**config.mk**
```make
export PLATFORM = sky130hd
export DESIGN_NAME = putbits_flat
export DESIGN_NICKNAME = d
export VERILOG_FILES = /design/src/rtl/putbits_pkg.sv /design/src/rtl/putbits_if.sv /design/src/rtl/putbits_merge.sv /design/src/rtl/putbits.sv /design/src/flat_wrapper.sv
export SDC_FILE = /design/constraint.sdc
export NUM_CORES = 1
export LEC_CHECK = 0
export BUFFER_PORTS_ARGS = -buffer_cell sky130_fd_sc_hd__buf_4
export CAP_MARGIN = 10
export CELL_PAD_IN_SITES_DETAIL_PLACEMENT = 1
export CELL_PAD_IN_SITES_GLOBAL_PLACEMENT = 1
export CORE_MARGIN = 3
export CORE_UTILIZATION = 45
export CTS_BUF_LIST = sky130_fd_sc_hd__clkbuf_16
export CTS_CLUSTER_DIAMETER = 200
export DETAILED_ROUTE_END_ITERATION = 7
export PLACE_DENSITY_LB_ADDON = 0.1
export REMOVE_ABC_BUFFERS = 1
export SYNTH_ARGS = -nofsm -noshare
export SYNTH_HDL_FRONTEND = slang
export SYNTH_SLANG_ARGS = --single-unit
export TNS_END_PERCENT = 20
```
**constraint.sdc**
```tcl
create_clock -name clk -period 6.3 [get_ports clk]
set_input_delay 0.63 -clock clk [delete_from_list [all_inputs] [get_ports clk]]
set_output_delay 0.63 -clock clk [all_outputs]
set_load 0.02 [all_outputs]
```
**src/rtl/putbits_pkg.sv**
```systemverilog
// Shared types and constants for the putbits bit packer.
// Codes of up to MAX_LEN bits are packed MSB-first into WORD_W-bit output words.
package putbits_pkg;
   localparam int WORD_W  = 64;
   localparam int CODE_W  = 24;
   localparam int LEN_W   = 5;
   localparam int MAX_LEN = 24;
   localparam int CNT_W   = 6;

   typedef enum logic [1:0] {
      S_RUN,
      S_FLUSH,
      S_DONE
   } state_e;

   // Lengths 25..31 are treated as full-width codes.
   function automatic logic [LEN_W-1:0] sat_len(input logic [LEN_W-1:0] len);
      return (len > LEN_W'(MAX_LEN)) ? LEN_W'(MAX_LEN) : len;
   endfunction
endpackage

```
**src/rtl/putbits_if.sv**
```systemverilog
// Code-input, control and output-FIFO signals of putbits.
// The slave modport is the packer's view; the master modport is the producer/FIFO view.
interface putbits_if;
   import putbits_pkg::*;

   logic                 clk_en;
   logic [CODE_W-1:0]    bits_in;
   logic [LEN_W-1:0]     bits_len;
   logic                 bits_valid;
   logic                 bits_ready;
   logic                 align;
   logic                 flush;
   logic [WORD_W-1:0]    vid_out;
   logic                 vid_out_wr_en;
   logic                 vid_out_full;
   logic                 flush_done;
   logic [31:0]          word_count;

   modport master (
      output clk_en, bits_in, bits_len, bits_valid, align, flush, vid_out_full,
      input  bits_ready, vid_out, vid_out_wr_en, flush_done, word_count
   );

   modport slave (
      input  clk_en, bits_in, bits_len, bits_valid, align, flush, vid_out_full,
      output bits_ready, vid_out, vid_out_wr_en, flush_done, word_count
   );
endinterface

```
**src/rtl/putbits_merge.sv**
```systemverilog
// Combinational merge of one code (plus optional byte alignment) into the accumulator.
// Bits of acc below the fill level are always zero, so alignment only moves cnt.
module putbits_merge
   import putbits_pkg::*;
(
   input  logic [WORD_W-1:0] acc_i,
   input  logic [CNT_W-1:0]  cnt_i,
   input  logic [CODE_W-1:0] code_i,
   input  logic [LEN_W-1:0]  len_i,
   input  logic              align_i,
   output logic [WORD_W-1:0] acc_o,
   output logic [CNT_W-1:0]  cnt_o,
   output logic [WORD_W-1:0] word_o,
   output logic              word_done_o
);
   logic [CODE_W-1:0]   code_m;
   logic [6:0]          total;
   logic [6:0]          fill;
   logic [6:0]          aligned;
   logic [7:0]          shamt;
   logic [2*WORD_W-1:0] wide;
   logic                done;

   always_comb begin
      code_m  = code_i & ~({CODE_W{1'b1}} << len_i);
      total   = 7'(cnt_i) + 7'(len_i);
      // Code lands just below the current fill level in a double-width window.
      shamt   = 8'd128 - 8'(total);
      wide    = {acc_i, {WORD_W{1'b0}}} | ({{(2*WORD_W-CODE_W){1'b0}}, code_m} << shamt);
      done    = (total >= 7'd64);
      fill    = done ? (total - 7'd64) : total;
      aligned = (fill + 7'd7) & 7'h78;
      word_o  = wide[2*WORD_W-1:WORD_W];
      acc_o   = done ? wide[WORD_W-1:0] : wide[2*WORD_W-1:WORD_W];
      cnt_o   = fill[CNT_W-1:0];
      if (align_i) begin
         if (aligned == 7'd64) begin
            done  = 1'b1;
            acc_o = '0;
            cnt_o = '0;
         end else begin
            cnt_o = aligned[CNT_W-1:0];
         end
      end
      word_done_o = done;
   end
endmodule

```
**src/rtl/putbits.sv**
```systemverilog
// Variable-length code packer: holds the accumulator, single-word output staging,
// flush FSM, FIFO write handshake and the written-word counter.
module putbits
   import putbits_pkg::*;
(
   input  logic      clk,
   input  logic      rst,
   putbits_if.slave  bus
);
   logic [WORD_W-1:0] acc_q, acc_d;
   logic [CNT_W-1:0]  cnt_q, cnt_d;
   logic [WORD_W-1:0] out_word_q, out_word_d;
   logic              out_pending_q, out_pending_d;
   state_e            state_q, state_d;
   logic [31:0]       word_count_q, word_count_d;

   logic              bits_ready;
   logic              wr_en;
   logic              flush_done;
   logic              accept;
   logic              idle;
   logic [LEN_W-1:0]  len_eff;
   logic [WORD_W-1:0] m_acc;
   logic [CNT_W-1:0]  m_cnt;
   logic [WORD_W-1:0] m_word;
   logic              m_done;

   assign len_eff = bus.bits_valid ? sat_len(bus.bits_len) : '0;

   putbits_merge u_merge (
      .acc_i       (acc_q),
      .cnt_i       (cnt_q),
      .code_i      (bus.bits_in),
      .len_i       (len_eff),
      .align_i     (bus.align | bus.flush),
      .acc_o       (m_acc),
      .cnt_o       (m_cnt),
      .word_o      (m_word),
      .word_done_o (m_done)
   );

   always_comb begin
      // NOTE: every next-state and output gets its hold/idle value first, so no branch can leave one unassigned and infer a latch.
      acc_d         = acc_q;
      cnt_d         = cnt_q;
      out_word_d    = out_word_q;
      out_pending_d = out_pending_q;
      state_d       = state_q;
      word_count_d  = word_count_q;
      flush_done    = 1'b0;

      idle       = bus.clk_en & ~out_pending_q;
      bits_ready = idle & (state_q == S_RUN);
      wr_en      = bus.clk_en & out_pending_q & ~bus.vid_out_full;
      accept     = bits_ready & (bus.bits_valid | bus.align | bus.flush);

      if (wr_en) begin
         out_pending_d = 1'b0;
         word_count_d  = word_count_q + 32'd1;
      end

      unique case (state_q)
         S_RUN: begin
            if (accept) begin
               acc_d = m_acc;
               cnt_d = m_cnt;
               if (m_done) begin
                  out_word_d    = m_word;
                  out_pending_d = 1'b1;
               end
               if (bus.flush) state_d = S_FLUSH;
            end
         end
         S_FLUSH: begin
            if (idle) begin
               if (cnt_q != '0) begin
                  out_word_d    = acc_q;
                  out_pending_d = 1'b1;
                  acc_d         = '0;
                  cnt_d         = '0;
               end
               state_d = S_DONE;
            end
         end
         S_DONE: begin
            if (idle) begin
               flush_done = 1'b1;
               state_d    = S_RUN;
            end
         end
         default: state_d = S_RUN;
      endcase
   end

   // NOTE: sequential state uses non-blocking assignments so every register samples pre-edge values.
   always_ff @(posedge clk or posedge rst) begin
      if (rst) begin
         acc_q         <= '0;
         cnt_q         <= '0;
         out_word_q    <= '0;
         out_pending_q <= 1'b0;
         state_q       <= S_RUN;
         word_count_q  <= '0;
      end else if (bus.clk_en) begin
         acc_q         <= acc_d;
         cnt_q         <= cnt_d;
         out_word_q    <= out_word_d;
         out_pending_q <= out_pending_d;
         state_q       <= state_d;
         word_count_q  <= word_count_d;
      end
   end

   assign bus.bits_ready    = bits_ready;
   assign bus.vid_out       = out_word_q;
   assign bus.vid_out_wr_en = wr_en;
   assign bus.flush_done    = flush_done;
   assign bus.word_count    = word_count_q;
endmodule

```
**src/flat_wrapper.sv**
```systemverilog
// flat-port wrapper written by rule: the top's interface ports become plain ports
module putbits_flat import putbits_pkg::*;
  (clk, rst, bus_clk_en, bus_bits_in, bus_bits_len, bus_bits_valid, bus_align, bus_flush, bus_vid_out_full, bus_bits_ready, bus_vid_out, bus_vid_out_wr_en, bus_flush_done, bus_word_count);
  putbits_if bus_i ();
  input  logic clk;
  input  logic rst;
  input wire logic [$bits(bus_i.clk_en)-1:0] bus_clk_en;
  input wire logic [$bits(bus_i.bits_in)-1:0] bus_bits_in;
  input wire logic [$bits(bus_i.bits_len)-1:0] bus_bits_len;
  input wire logic [$bits(bus_i.bits_valid)-1:0] bus_bits_valid;
  input wire logic [$bits(bus_i.align)-1:0] bus_align;
  input wire logic [$bits(bus_i.flush)-1:0] bus_flush;
  input wire logic [$bits(bus_i.vid_out_full)-1:0] bus_vid_out_full;
  output wire logic [$bits(bus_i.bits_ready)-1:0] bus_bits_ready;
  output wire logic [$bits(bus_i.vid_out)-1:0] bus_vid_out;
  output wire logic [$bits(bus_i.vid_out_wr_en)-1:0] bus_vid_out_wr_en;
  output wire logic [$bits(bus_i.flush_done)-1:0] bus_flush_done;
  output wire logic [$bits(bus_i.word_count)-1:0] bus_word_count;
  assign bus_i.clk_en = bus_clk_en;
  assign bus_i.bits_in = bus_bits_in;
  assign bus_i.bits_len = bus_bits_len;
  assign bus_i.bits_valid = bus_bits_valid;
  assign bus_i.align = bus_align;
  assign bus_i.flush = bus_flush;
  assign bus_i.vid_out_full = bus_vid_out_full;
  assign bus_bits_ready = bus_i.bits_ready;
  assign bus_vid_out = bus_i.vid_out;
  assign bus_vid_out_wr_en = bus_i.vid_out_wr_en;
  assign bus_flush_done = bus_i.flush_done;
  assign bus_word_count = bus_i.word_count;
  putbits u_core (.clk(clk), .rst(rst), .bus(bus_i));
endmodule
```
==> flow_summary.toml, run 1 <==
[outcome]
status = "finished, final reports clean"

[clock_network]
tritoncts = "yes"
cts_setup_buffers = 0
cts-resized-gates = 0
ctsRootBufferMaster = "clkbuf_16"
cts_made_buffers = 17
clkLatencyLatePin_ps = 440
clk_pin_slew_ps = 80
cts-htree-levels = 4
postCtsHoldBufs = 0
cts_buffer_depth = 2
cts_sinks = 169

[grt]
antenna_found_initial = 0
grt_max_degree = 110
overflow = 0
grt_pass1_wl_mm = 61.1
grt_usage_pct = 29.6
first_global_vias = 10640

[setup_path]
slowest_delay_ps = 820
startpoint_type = "input port"
end_kind = "register"
cp_max_fo = 25
worstSetupPathType = "in2reg"
path_cells = "buf_4 -> nand2_1 -> and3_1 -> ha_1 -> fa_1 -> inv_1 -> ha_1 -> xnor3_1 -> o221ai_1 -> nor2b_1 -> o2bb2ai_1 -> a21boi_2 -> o32a_2 -> o31ai_1"
required_ps = 6600
path_buf_inv = 2
crit_family = "compound AO/OA/AOI/OAI gates"
arrival_ps = 5170
cp_common_cell = "ha_1"
cp_slowest_cell = "xnor3_1"

[detailed_routing]
drt-initial-drc-count = 869
drtPass1Iterations = 5
drcViolationCount = 0
post_drt_wl_per_cell_um = 24.0
final_antenna_net_count = 0
vias_per_cell = 6.57
vias = 10593
wl_mm = 38.7

[pwr]
p_leak_nw = 5.53
ir_drop_uv = 309
powerDensity_nw_per_um2 = 593

[floorplan]
io_pins = 135
rows = 56
dieWidth_um = 161
die_h_um = 161
dieArea_um2 = 26100
start_util_pct = 46.1
core_area_um2 = 23600

[sta]
slew_headroom_pct = 20.7
finClkSkew_ps = 10.1
slew_violations = 0
finalSetupViolCount = 0
finalCritPeriodShare_pct = 77.3
tightest_slew_ps = 1160
hold_viol = 0
finalWorstSetupSlack_ps = 1430
setup_tns_ps = 0
period_minus_slack_ps = 4870
fmax_mhz = 205
grt_setup_unrepaired = "false"

[synth]
syn_area_um2 = 10900
async_reset_ff_share_pct = 100
synth_cells = 1183
synth_edf_count = 0
ys_types = 103
yosysTopAreaCellShare_pct = 38.9
synth_top_area_cell = "dfrtp_1"
yosys_warnings = 0
synth_area_leaders = "dfrtp_1 39%, nand2_1 4.7%, o21ai_0 3.5%"
synth_ff_type = "dfrtp_1"
ys_seq_area_share_pct = 38.9
syn_avg_cell_area_um2 = 9.19
synth-seq-cells = 169

[flow_run]
maxCapViolCount = 0

[layout]
nNetsFinal = 1324
utilization_pct = 53.7
final_common_cell = "dfrtp_1"
syn_to_final_growth_pct = 16.6
diodes = 0
layout_common_cells = "169 x dfrtp_1, 158 x buf_4, 137 x nand2_1"
drive_above_1_share_pct = 19.7

[worst_hold_path]
hold_class = "in2reg"

[placed_design]
place_congestion = 0.980
portBuffers = 134
dp_worst_setup_slack_ps = 1150
dp_hpwl_mm = 27.9
[flip-flops by register name, summed over array words and instances, names as in the netlist]
name / cells
u_core.bus.word_count: 32
u_core.bus.vid_out: 64
u_core.out_pending_q: 1
u_core.cnt_q: 6
u_core.state_q: 2
u_core.acc_q: 64
[kinds of logic after synthesis]
logic type / after synthesis / synth area share (%)
AOI/OAI and AO/OA: 429 / 29.9
xor gates and xnor gates: 40 / 3.70
adders and majority gates: 8 / 0.989
buffers and inverters: 99 / 4.62
DFF: 169 / 38.9
muxes: 36 / 3.55
and+or+nand+nor: 402 / 18.4
[area by class of cell]
class	count	area [µm²]
Fill cell	2738	10900
Inverter	19	76.3
Sequential cell	169	4230
Timing Repair Buffer	158	1190
Clock inverter	15	196
Multi-Input combinational cell	915	6170
Tap cell	319	399
Clock buffer	17	425
[synthesized netlist by cell type (6+ instances only)]
cell / number
a21o_1: 7
buf_2: 39
o31ai_1: 26
nand4_1: 13
nor3_1: 30
o22a_1: 12
nor2_1: 86
buf_4: 8
mux2_2: 8
a22o_1: 10
o211a_1: 7
nor2b_1: 9
dfrtp_1: 169
o21a_1: 9
and2_1: 11
o21ai_0: 77
a22oi_1: 9
a2111oi_0: 6
mux2i_1: 26
buf_6: 7
a211oi_1: 24
nor4_1: 8
clkbuf_1: 21
xnor2_1: 24
a32oi_1: 17
inv_1: 18
and3_1: 14
a32o_1: 11
a21oi_1: 37
o211ai_1: 25
nand2_1: 137
nand2b_1: 6
o2111ai_1: 6
a221oi_1: 8
o22ai_1: 21
nor3b_1: 7
nand3_1: 36
xor2_1: 11
o31ai_2: 8
ha_1: 7
o21ai_1: 22
a211o_1: 8
and4_1: 6
or3_1: 14
o221ai_1: 9
[worst paths after layout]
path | startpoint | cells past startpoint | slack, ps | to
min in group asynchronous | rst | 2 | 420 | u_core.bus.word_count[31]
min | bus_clk_en | 2 | 410 | u_core.state_q[0]
max reg2reg | u_core.cnt_q[0] | 11 | 1740 | u_core.acc_q[33]
min reg2reg | u_core.acc_q[31] | 2 | 480 | u_core.bus.vid_out[31]
max | bus_bits_len[3] | 14 | 1430 | u_core.acc_q[33]
max in group asynchronous | rst | 3 | 4500 | u_core.acc_q[20]
[where the power goes]
group / internal [mW] / leakage (nW) / total [mW] / switching [mW]
Sequential: 1.42 / 2.26 / 1.65 / 0.234
Clock: 0.545 / 0.293 / 1.11 / 0.565
Combinational: 1.47 / 2.98 / 4.76 / 3.29
Total: 3.43 / 5.53 / 7.52 / 4.09
[routing by layer]
| metal | up-vias | part of all wire, % | global-route usage [%] | routed length (µm) |
|---|---|---|---|---|
| met5 | - | 0 | 0 | 0 |
| met4 | 0 | 3.5 | 11.0 | 1350 |
| met3 | 101 | 7.4 | 4.44 | 2880 |
| met2 | 449 | 46 | 47.4 | 17900 |
| met1 | 5314 | 43 | 40.9 | 16600 |
| li1 | 4729 | - | - | - |
[through the flow]
step                      cells  hold WS [ps]  power, mW  area, µm²
after floorplan            1103           439       4.59      10400
after global placement     1580           448       6.18      12100
after detailed placement   1580           457       6.27      12100
after CTS                  1612           408       7.41      12700
after global routing       1612           415       7.91      12700
final                      1612           412       7.52      12700
Power figures use the tool's default switching activity.
==> inputs of run 2 (changes only) <==
ABC_AREA = 1   (was unset)
CORE_UTILIZATION = 38   (was 45)
clock period = 4.2 ns   (was 6.3 ns; I/O delays follow)
==> run 2 against run 1 <==
  * Routed wire length is 9.8% higher
  * Clock skew is 1.0 ps higher
  * Sequential share of layout area is 1.9 points lower
  * Critical path depth is 6 higher
==> flow_summary.toml, run 2 <==
[sta]
tightest_slew_ps = 806
holdWs_ps = 80.6
slew_headroom_pct = 46.2
finalSetupViolCount = 0
slew_violations = 0
finClkSkew_ps = 11.1
grt_setup_unrepaired = "false"
fmax_mhz = 287
hold_viol = 0
finalCritPeriodShare_pct = 83.1
period_minus_slack_ps = 3490

[detailed_routing]
drt-initial-drc-count = 744
drtPass1Iterations = 6
post_drt_wl_per_cell_um = 19.2
wl_mm = 42.5
vias_per_cell = 5.54
final_antenna_net_count = 0
drcViolationCount = 0
vias = 12265

[layout]
drive_above_1_share_pct = 14.1
multi_input_area_um2 = 6330
final_common_cell = "nand2_1"
final_area_um2 = 13400
diodes = 0
nNetsFinal = 1862
fillCellCount = 3856
layout_common_cells = "500 x nand2_1, 331 x nand3_1, 217 x nor2_1"
syn_to_final_growth_pct = 17.6
regArea_um2 = 4230

[setup_path]
crit_family = "simple AND/OR/NAND/NOR gates"
end_kind = "register"
cp_common_cell = "nand2_1"
arrival_ps = 3830
required_ps = 4540
cp_slowest_cell = "o21ai_1"
path_buf_inv = 5
cp_max_fo = 9
path_cells = "buf_4 -> nand2_1 -> nand3_1 -> inv_1 -> ha_1 -> fa_1 -> a21oi_1 -> o21ai_1 -> nand2_1 -> inv_1 -> o21ai_1 -> clkinv_2 -> nor2_1 -> nor2_4 -> inv_2 -> o21ai_0 -> nand2_1 -> nand2_1 -> nand2_1 -> nand2_1"
startpoint_type = "input port"
slowest_delay_ps = 510
worstSetupPathType = "in2reg"

[clock_network]
cts_setup_buffers = 0
clk_pin_slew_ps = 70
cts-resized-gates = 0
tritoncts = "yes"
cts_sinks = 169
postCtsHoldBufs = 0
cts-htree-levels = 4
cts_made_buffers = 17
clkLatencyLatePin_ps = 450
cts_buffer_depth = 2
ctsRootBufferMaster = "clkbuf_16"

[floorplan]
start_util_pct = 39.2
io_pins = 135
dieWidth_um = 179
die_h_um = 179
rows = 62
dieArea_um2 = 32200
core_area_um2 = 29200

[synth]
async_reset_ff_share_pct = 100
syn_avg_cell_area_um2 = 6.64
synth-seq-cells = 169
ys_types = 39
synth_ff_type = "dfrtp_1"
yosys_warnings = 0
ys_seq_area_share_pct = 37.0
synth_cells = 1720
synth_most_common_cell = "nand2_1"
yosysTopAreaCellShare_pct = 37.0
synth_edf_count = 0
synth_area_leaders = "dfrtp_1 37%, nand2_1 16%, nand3_1 15%"
synth_top_area_cell = "dfrtp_1"
syn_area_um2 = 11400
synth_common_cells = "502 x nand2_1, 331 x nand3_1, 217 x nor2_1"

[placed_design]
place_congestion = 0.996
dp_hpwl_mm = 30.4
portBuffers = 134
post_dp_cell_area_um2 = 12800

[grt]
antenna_found_initial = 0
grt_max_degree = 90
grt_pass1_wl_mm = 68.5
first_global_vias = 12585
grt_usage_pct = 27.0
overflow = 0

[outcome]
status = "finished, final reports clean"

[worst_hold_path]
hold_class = "in2async"

[flow_run]
maxCapViolCount = 0
run 2: cells by family after synthesis:
group           synth area share (%)
xor+xnor                        2.53
compound gates                  7.69
fa+ha+maj                      0.942
flops                           37.0
buf+inv                         7.69
simple gates                    43.3
mux                            0.789
run 2: cell type report:
cell class                      count  area share [%]
Clock buffer                       17            3.17
Clock inverter                     15            1.29
Inverter                           98            2.79
Multi-Input combinational cell   1351            47.1
Sequential cell                   169            31.5
Tap cell                          384            3.58
Timing Repair Buffer              181            10.6
run 2: final timing paths:
path                                           startpoint                         to  slack [ps]  depth (start not counted)
worst max-delay path                      bus_bits_len[4]           u_core.acc_q[21]         710                         20
worst min-delay path                                  rst     u_core.bus.vid_out[11]          80                          2
worst max register to register            u_core.cnt_q[0]           u_core.acc_q[21]         740                         16
worst min register to register  u_core.bus.word_count[31]  u_core.bus.word_count[31]         470                          1
max in group asynchronous                             rst     u_core.bus.vid_out[46]        3130                          3
min in group clk                                bus_flush          u_core.state_q[0]         220                          3
run 2: metrics by stage:
step	setup TNS (ps)	instances	util, %	setup slack, ps
3_5_place_dp	0	2183	44.0	248
2_1_floorplan	-226210	1618	-	-849
3_3_place_gp	0	2183	44.0	402
5_1_grt	0	2215	46.0	399
4_1_cts	0	2215	46.0	712
6_report	0	2215	46.0	710
run 2: per-layer routing:
metal	global-route usage (%)	vias up	routed length (µm)
li1	-	5877	-
met1	35.2	6089	19000
met2	47.0	245	21000
met3	4.36	54	1710
met4	6.93	0	900
met5	0	-	0
Power of run 2 is left out: the tool's default activity adds up to more than one toggle a clock period on the data nets, which glitch-free logic cannot reach.
